File: config.mk
export PLATFORM = sky130hd
export DESIGN_NAME = maze_reader
export DESIGN_NICKNAME = d
export VERILOG_FILES = /design/src/rtl/maze_pkg.sv /design/src/rtl/maze_reader.sv
export SDC_FILE = /design/constraint.sdc
export NUM_CORES = 1
export LEC_CHECK = 0
export CORE_UTILIZATION = 47
export DETAILED_ROUTE_END_ITERATION = 12
export PLACE_DENSITY = 0.75
export SYNTH_ARGS = -nofsm -noshare
export SYNTH_HDL_FRONTEND = slang
export SYNTH_SLANG_ARGS = --single-unit
File: constraint.sdc
create_clock -name clk -period 1.8 [get_ports clk]
set_clock_uncertainty 0.15 [all_clocks]
set_input_delay 0.18 -clock clk [delete_from_list [all_inputs] [get_ports clk]]
set_output_delay 0.18 -clock clk [all_outputs]
set_load 0.02 [all_outputs]
File: src/rtl/maze_pkg.sv
// Shared maze definitions: tile codes, grid geometry and tile-RAM addressing.
// Imported by the display-side reader and the game controller alike.
package maze_pkg;

  localparam int TILE_LOG2 = 5;
  localparam int TILE_SIZE = 32;
  localparam int GRID_W    = 25;
  localparam int GRID_H    = 17;
  localparam int ADDR_W    = 10;
  localparam int CODE_W    = 4;

  typedef enum logic [CODE_W-1:0] {
    WALL_EMPTY  = 4'd0,
    WALL_1      = 4'd1,
    WALL_2      = 4'd2,
    GATE_RIGHT  = 4'd3,
    GATE_LEFT   = 4'd4,
    GATE_UP     = 4'd5,
    GATE_DOWN   = 4'd6
  } tile_code_e;

  // Raster counters stick at full scale instead of wrapping.
  function automatic logic [9:0] sat_inc(input logic [9:0] v);
    return (v == 10'h3FF) ? v : v + 10'd1;
  endfunction

endpackage

File: src/rtl/maze_reader.sv
// Display-side reader of the maze tile RAM: raster tracking, one read per tile span,
// and a 2-cycle pixel-aligned stream of tile code plus in-tile offsets.
module maze_reader
  import maze_pkg::*;
#(
  parameter int TILE_LOG2 = 5,
  parameter int GRID_W    = 25,
  parameter int GRID_H    = 17
) (
  input  logic              clk,
  input  logic              reset_n,
  input  logic              SOF,
  input  logic              de,
  output logic [ADDR_W-1:0] ram_raddr,
  output logic              ram_re,
  input  logic [3:0]        ram_rdata,
  output logic              out_de,
  output logic [9:0]        out_x,
  output logic [9:0]        out_y,
  output logic [3:0]        tile_code,
  output logic [4:0]        tile_u,
  output logic [4:0]        tile_v,
  output logic              in_grid
);

  localparam logic [9:0] SCR_W     = 10'(GRID_W << TILE_LOG2);
  localparam logic [9:0] SCR_H     = 10'(GRID_H << TILE_LOG2);
  localparam logic [9:0] SPAN_MASK = 10'((1 << TILE_LOG2) - 1);

  logic [9:0]        x_cnt_q, x_cnt_d, y_cnt_q, y_cnt_d;
  logic              de_dly_q, de_dly_d;
  logic [ADDR_W-1:0] raddr_q, raddr_d;
  logic              in_grid_p0, rd_p0;
  logic [ADDR_W-1:0] addr_p0;

  logic [9:0]        x_p1_q, x_p1_d, y_p1_q, y_p1_d;
  logic              vld_p1_q, vld_p1_d, ing_p1_q, ing_p1_d, rd_p1_q, rd_p1_d;

  logic [9:0]        x_p2_q, x_p2_d, y_p2_q, y_p2_d;
  logic              vld_p2_q, vld_p2_d, ing_p2_q, ing_p2_d;
  logic [3:0]        code_p2_q, code_p2_d;

  always_comb begin
    // Stage 0: raster counters and read issue
    in_grid_p0 = (x_cnt_q < SCR_W) && (y_cnt_q < SCR_H);
    rd_p0      = reset_n && de && in_grid_p0 &&
                 (((x_cnt_q & SPAN_MASK) == '0) || !de_dly_q);
    addr_p0    = {5'(y_cnt_q >> TILE_LOG2), 5'(x_cnt_q >> TILE_LOG2)};
    raddr_d    = rd_p0 ? addr_p0 : raddr_q;
    de_dly_d   = de;
    x_cnt_d    = x_cnt_q;
    y_cnt_d    = y_cnt_q;
    if (SOF) begin
      x_cnt_d = '0;
      y_cnt_d = '0;
    end else if (de) begin
      x_cnt_d = sat_inc(x_cnt_q);
    end else if (de_dly_q) begin
      x_cnt_d = '0;
      y_cnt_d = sat_inc(y_cnt_q);
    end

    // Stage 1: RAM data arrives alongside the carried coordinates
    x_p1_d   = x_cnt_q;
    y_p1_d   = y_cnt_q;
    vld_p1_d = de;
    ing_p1_d = in_grid_p0;
    rd_p1_d  = rd_p0;

    // Stage 2: registered outputs; everything holds through blanking
    vld_p2_d  = vld_p1_q;
    x_p2_d    = vld_p1_q ? x_p1_q : x_p2_q;
    y_p2_d    = vld_p1_q ? y_p1_q : y_p2_q;
    ing_p2_d  = vld_p1_q ? ing_p1_q : ing_p2_q;
    code_p2_d = code_p2_q;
    if (vld_p1_q) begin
      if (!ing_p1_q)    code_p2_d = WALL_EMPTY;
      else if (rd_p1_q) code_p2_d = ram_rdata;
    end
  end

  always_ff @(posedge clk or negedge reset_n) begin
    if (!reset_n) begin
      x_cnt_q   <= '0;
      y_cnt_q   <= '0;
      de_dly_q  <= 1'b0;
      raddr_q   <= '0;
      x_p1_q    <= '0;
      y_p1_q    <= '0;
      vld_p1_q  <= 1'b0;
      ing_p1_q  <= 1'b0;
      rd_p1_q   <= 1'b0;
      x_p2_q    <= '0;
      y_p2_q    <= '0;
      vld_p2_q  <= 1'b0;
      ing_p2_q  <= 1'b0;
      code_p2_q <= '0;
    end else begin
      x_cnt_q   <= x_cnt_d;
      y_cnt_q   <= y_cnt_d;
      de_dly_q  <= de_dly_d;
      raddr_q   <= raddr_d;
      x_p1_q    <= x_p1_d;
      y_p1_q    <= y_p1_d;
      vld_p1_q  <= vld_p1_d;
      ing_p1_q  <= ing_p1_d;
      rd_p1_q   <= rd_p1_d;
      x_p2_q    <= x_p2_d;
      y_p2_q    <= y_p2_d;
      vld_p2_q  <= vld_p2_d;
      ing_p2_q  <= ing_p2_d;
      code_p2_q <= code_p2_d;
    end
  end

  assign ram_re    = rd_p0;
  assign ram_raddr = raddr_d;
  assign out_de    = vld_p2_q;
  assign out_x     = x_p2_q;
  assign out_y     = y_p2_q;
  assign tile_code = code_p2_q;
  assign tile_u    = x_p2_q[4:0];
  assign tile_v    = y_p2_q[4:0];
  assign in_grid   = ing_p2_q;

endmodule
==> impl_metrics.yaml <==
clock_network:
  clkSlewWorstSetupHoldPaths_ns: 0.08
  insertion_delay_ns: 0.35
  clockBufferDepth: 2
  htreeDepth: 3
  cts_buffers: 9
  numClockSinks: 79
  cts_tree: "yes"
  cts.root.buffer_cell: "clkbuf_8"
pwr:
  leakage_nw: 2.22
  total_power_mw: 3.48
  ir_drop_uv: 620
  cellPowerDensity_nw_per_um2: 737
critical_path:
  end_kind: "output pin"
  slowest_delay_ns: 0.39
  cp_top_family: "compound AO/OA/AOI/OAI gates"
  worst-path-buf-inv: 2
  crit_required_ns: 1.47
  cpMaxStageDelayCell: "dfrtp_1"
  crit_fanout: 7
  worstSetupPathType: "flop to output pin"
  start_kind: "flop"
  worst-endpoint-arrival_ns: 2.17
  crit_chain: "o41ai_2 > o21a_1 > o2111a_2 > buf_8 > mux2_4 > buf_6"
yosys:
  synth_top_area_share_pct: 62.4
  synth_ff_type: "dfrtp_1"
  ys_warn_count: 0
  syn-num-nets: 266
  avgSynthCellArea_um2: 12.4
  async_flop_share_pct: 100
  synth.distinct_cells: 38
  synthTopCellsByArea: "dfrtp_1 (62%), mux2_2 (11%), buf_4 (2.6%)"
  synth_edf_count: 0
  synth_seq_cells: 79
  syn_area_um2: 3170
  yosysSeqAreaShare_pct: 62.4
  netlist_instances: 255
  yosysTopAreaCell: "dfrtp_1"
floorplanning:
  pin_count: 55
  coreArea_um2: 6420
  die_w_um: 84.1
  die_area_um2: 7080
  fp-row-count: 29
  die_y_um: 84.1
  start_util_pct: 49.3
sta:
  layout_setup_ws_ns: -0.700
  hold_viol_final: 0
  min_period_ns: 2.50
  drv_slew: 0
  finalCritPeriodShare_pct: 139
  setup_viol: 29
  timing.hold.ws_ns: 0.298
  fin_setup_tns_ns: -9.39
  worstMarginPinSlew_ns: 0.972
  max_freq_mhz: 400
  timing.slew.headroom_pct: 35.2
  rsz0062_at_grt: "true"
routing:
  vias: 2467
  ant_nets: 0
  drt-initial-drc-count: 173
  firstDrtPassIters: 8
  vias_per_cell: 5.53
  avgRoutedWirePerCell_um: 17.5
  routed_wl_um: 7810
  drcViolationCount: 10
cells_and_area:
  nNetsFinal: 375
  layout_commonest_cell: "dfrtp_1"
  fill_cells: 398
  antenna_cells: 0
  layout_common_cells: "dfrtp_1 (79), buf_4 (45), clkdlybuf4s50_1 (42)"
  utilization_pct: 73.6
  post_layout_nonfiller_instances: 446
  areaGrowthSynthToFinish_pct: 49.2
  drive_gt1_share_pct: 43.6
worst_hold_path:
  hold_class: "primary input to flop"
placement:
  dp_cells: 408
  numPortBuffers: 54
  gp_congestion: 0.888
  place.detailed.hpwl_um: 4540
global_route:
  grt_pass1_wl_um: 11800
  grt_max_degree: 80
  grt_usage_pct: 21.7
  antenna_found_initial: 0
  gr-total-overflow: 0
  grt_pass1_vias: 2384
job:
  drv_cap: 0
status:
  outcome: "finished, violations left"
  violations: "DRC, setup timing"
-- cells in the mapped netlist, types with 2 or more instances --
library cell and count:
a31oi_1 4, and4_1 2, mux2i_1 2, nor2_1 12
mux2_2 32, nand4_1 3, nand2b_1 2, nor2b_1 2
a21oi_1 12, inv_1 9, o31ai_1 3, or3_1 4
xor2_1 2, nand3_1 15, xnor2_1 2, a31o_2 2
nor4_1 3, buf_4 11, o21ai_0 13, ha_1 3
dfrtp_1 79, nor3_1 4, clkbuf_1 4, nand2_1 16
-- layout make-up --
type / instances / area [um2] / share of cell area (%)
Timing Repair Buffer: 114 / 1100 / 23.2
Clock inverter: 6 / 61.3 / 1.30
Sequential cell: 79 / 1980 / 41.8
Multi-Input combinational cell: 151 / 1330 / 28.2
Tap cell: 77 / 96.3 / 2.04
Clock buffer: 10 / 128 / 2.70
Inverter: 9 / 33.8 / 0.715
-- per-layer routing --
| layer | GRT usage (%) | wire length [um] | up-vias |
|---|---|---|---|
| li1 | - | - | 1120 |
| met1 | 30.3 | 3490 | 1248 |
| met2 | 32.3 | 3760 | 82 |
| met3 | 6.13 | 361 | 17 |
| met4 | 8.62 | 189 | 0 |
| met5 | 0 | 0 | - |
-- through the flow --
stage          instance area [um2]  worst slack, ns
3_3_place_gp                  4060           -0.673
6_report                      4730           -0.700
2_1_floorplan                 3250           -0.174
5_1_grt                       4730           -0.793
4_1_cts                       4510           -0.705
3_5_place_dp                  4060           -0.742
-- path summary, 6_finish.rpt --
check,from,endpoint,slack [ns],depth (start not counted)
max,y_cnt_q[5]$_DFFE_PN0P_,ram_raddr[5],-0.70,6
min reg2reg,y_p1_q[3]$_DFF_PN0_,out_y[3]$_DFFE_PN0P_,0.32,1
min in group asynchronous,reset_n,y_cnt_q[3]$_DFFE_PN0P_,0.50,3
max reg2reg,x_cnt_q[3]$_DFFE_PN0P_,x_cnt_q[9]$_DFFE_PN0P_,-0.17,5
max in group asynchronous,reset_n,raddr_q[1]$_DFF_PN0_,0.39,3
min,reset_n,rd_p1_q$_DFF_PN0_,0.30,4
-- flip-flops by register name, indices dropped and copies added (netlist names) --
signal / cells
out_x: 10
out_y: 10
raddr_q: 10
y_p1_q: 10
out_de: 1
tile_code: 4
x_p1_q: 10
ing_p1_q: 1
vld_p1_q: 1
in_grid: 1
rd_p1_q: 1
x_cnt_q: 10
y_cnt_q: 10
-- report_power, final --
group	switching [mW]	leakage (nW)	total [mW]	internal [mW]
Sequential	0.0221	1.07	1.83	1.81
Clock	0.647	0.0960	1.28	0.636
Combinational	0.190	1.05	0.369	0.180
Total	0.859	2.22	3.48	2.62
-- logic make-up (layout without fill, tap and decap cells) --
logic type / after synthesis / in the layout / synth area share (%)
compound gates: 39 / 39 / 7.34
xor+xnor: 4 / 4 / 1.11
fa+ha+maj: 3 / 3 / 1.18
buf+inv: 25 / 139 / 4.30
flops: 79 / 79 / 62.4
mux: 34 / 34 / 12.0
simple gates: 71 / 71 / 11.7
-- worst reg2reg max path: cells and delay by family (launching register included) --
family                 cells  cell delay (ns)
and+or+nand+nor            3             1.03
DFF                        1             0.43
AOI/OAI and AO/OA          1             0.13
buffers and inverters      1             0.15
-- what timing repair did --
| action | in CTS | in global routing |
|---|---|---|
| cloned | 1 | 0 |
| pin swaps | 9 | 21 |
| resized for setup | 86 | 50 |
| buffers inserted | 17 | 8 |
| endpoints found under the hold margin | 63 | 0 |
| endpoints found under the setup margin | 29 | 41 |
| hold buffers | 1 | 0 |
No activity file was read; power rests on OpenSTA's default activity.
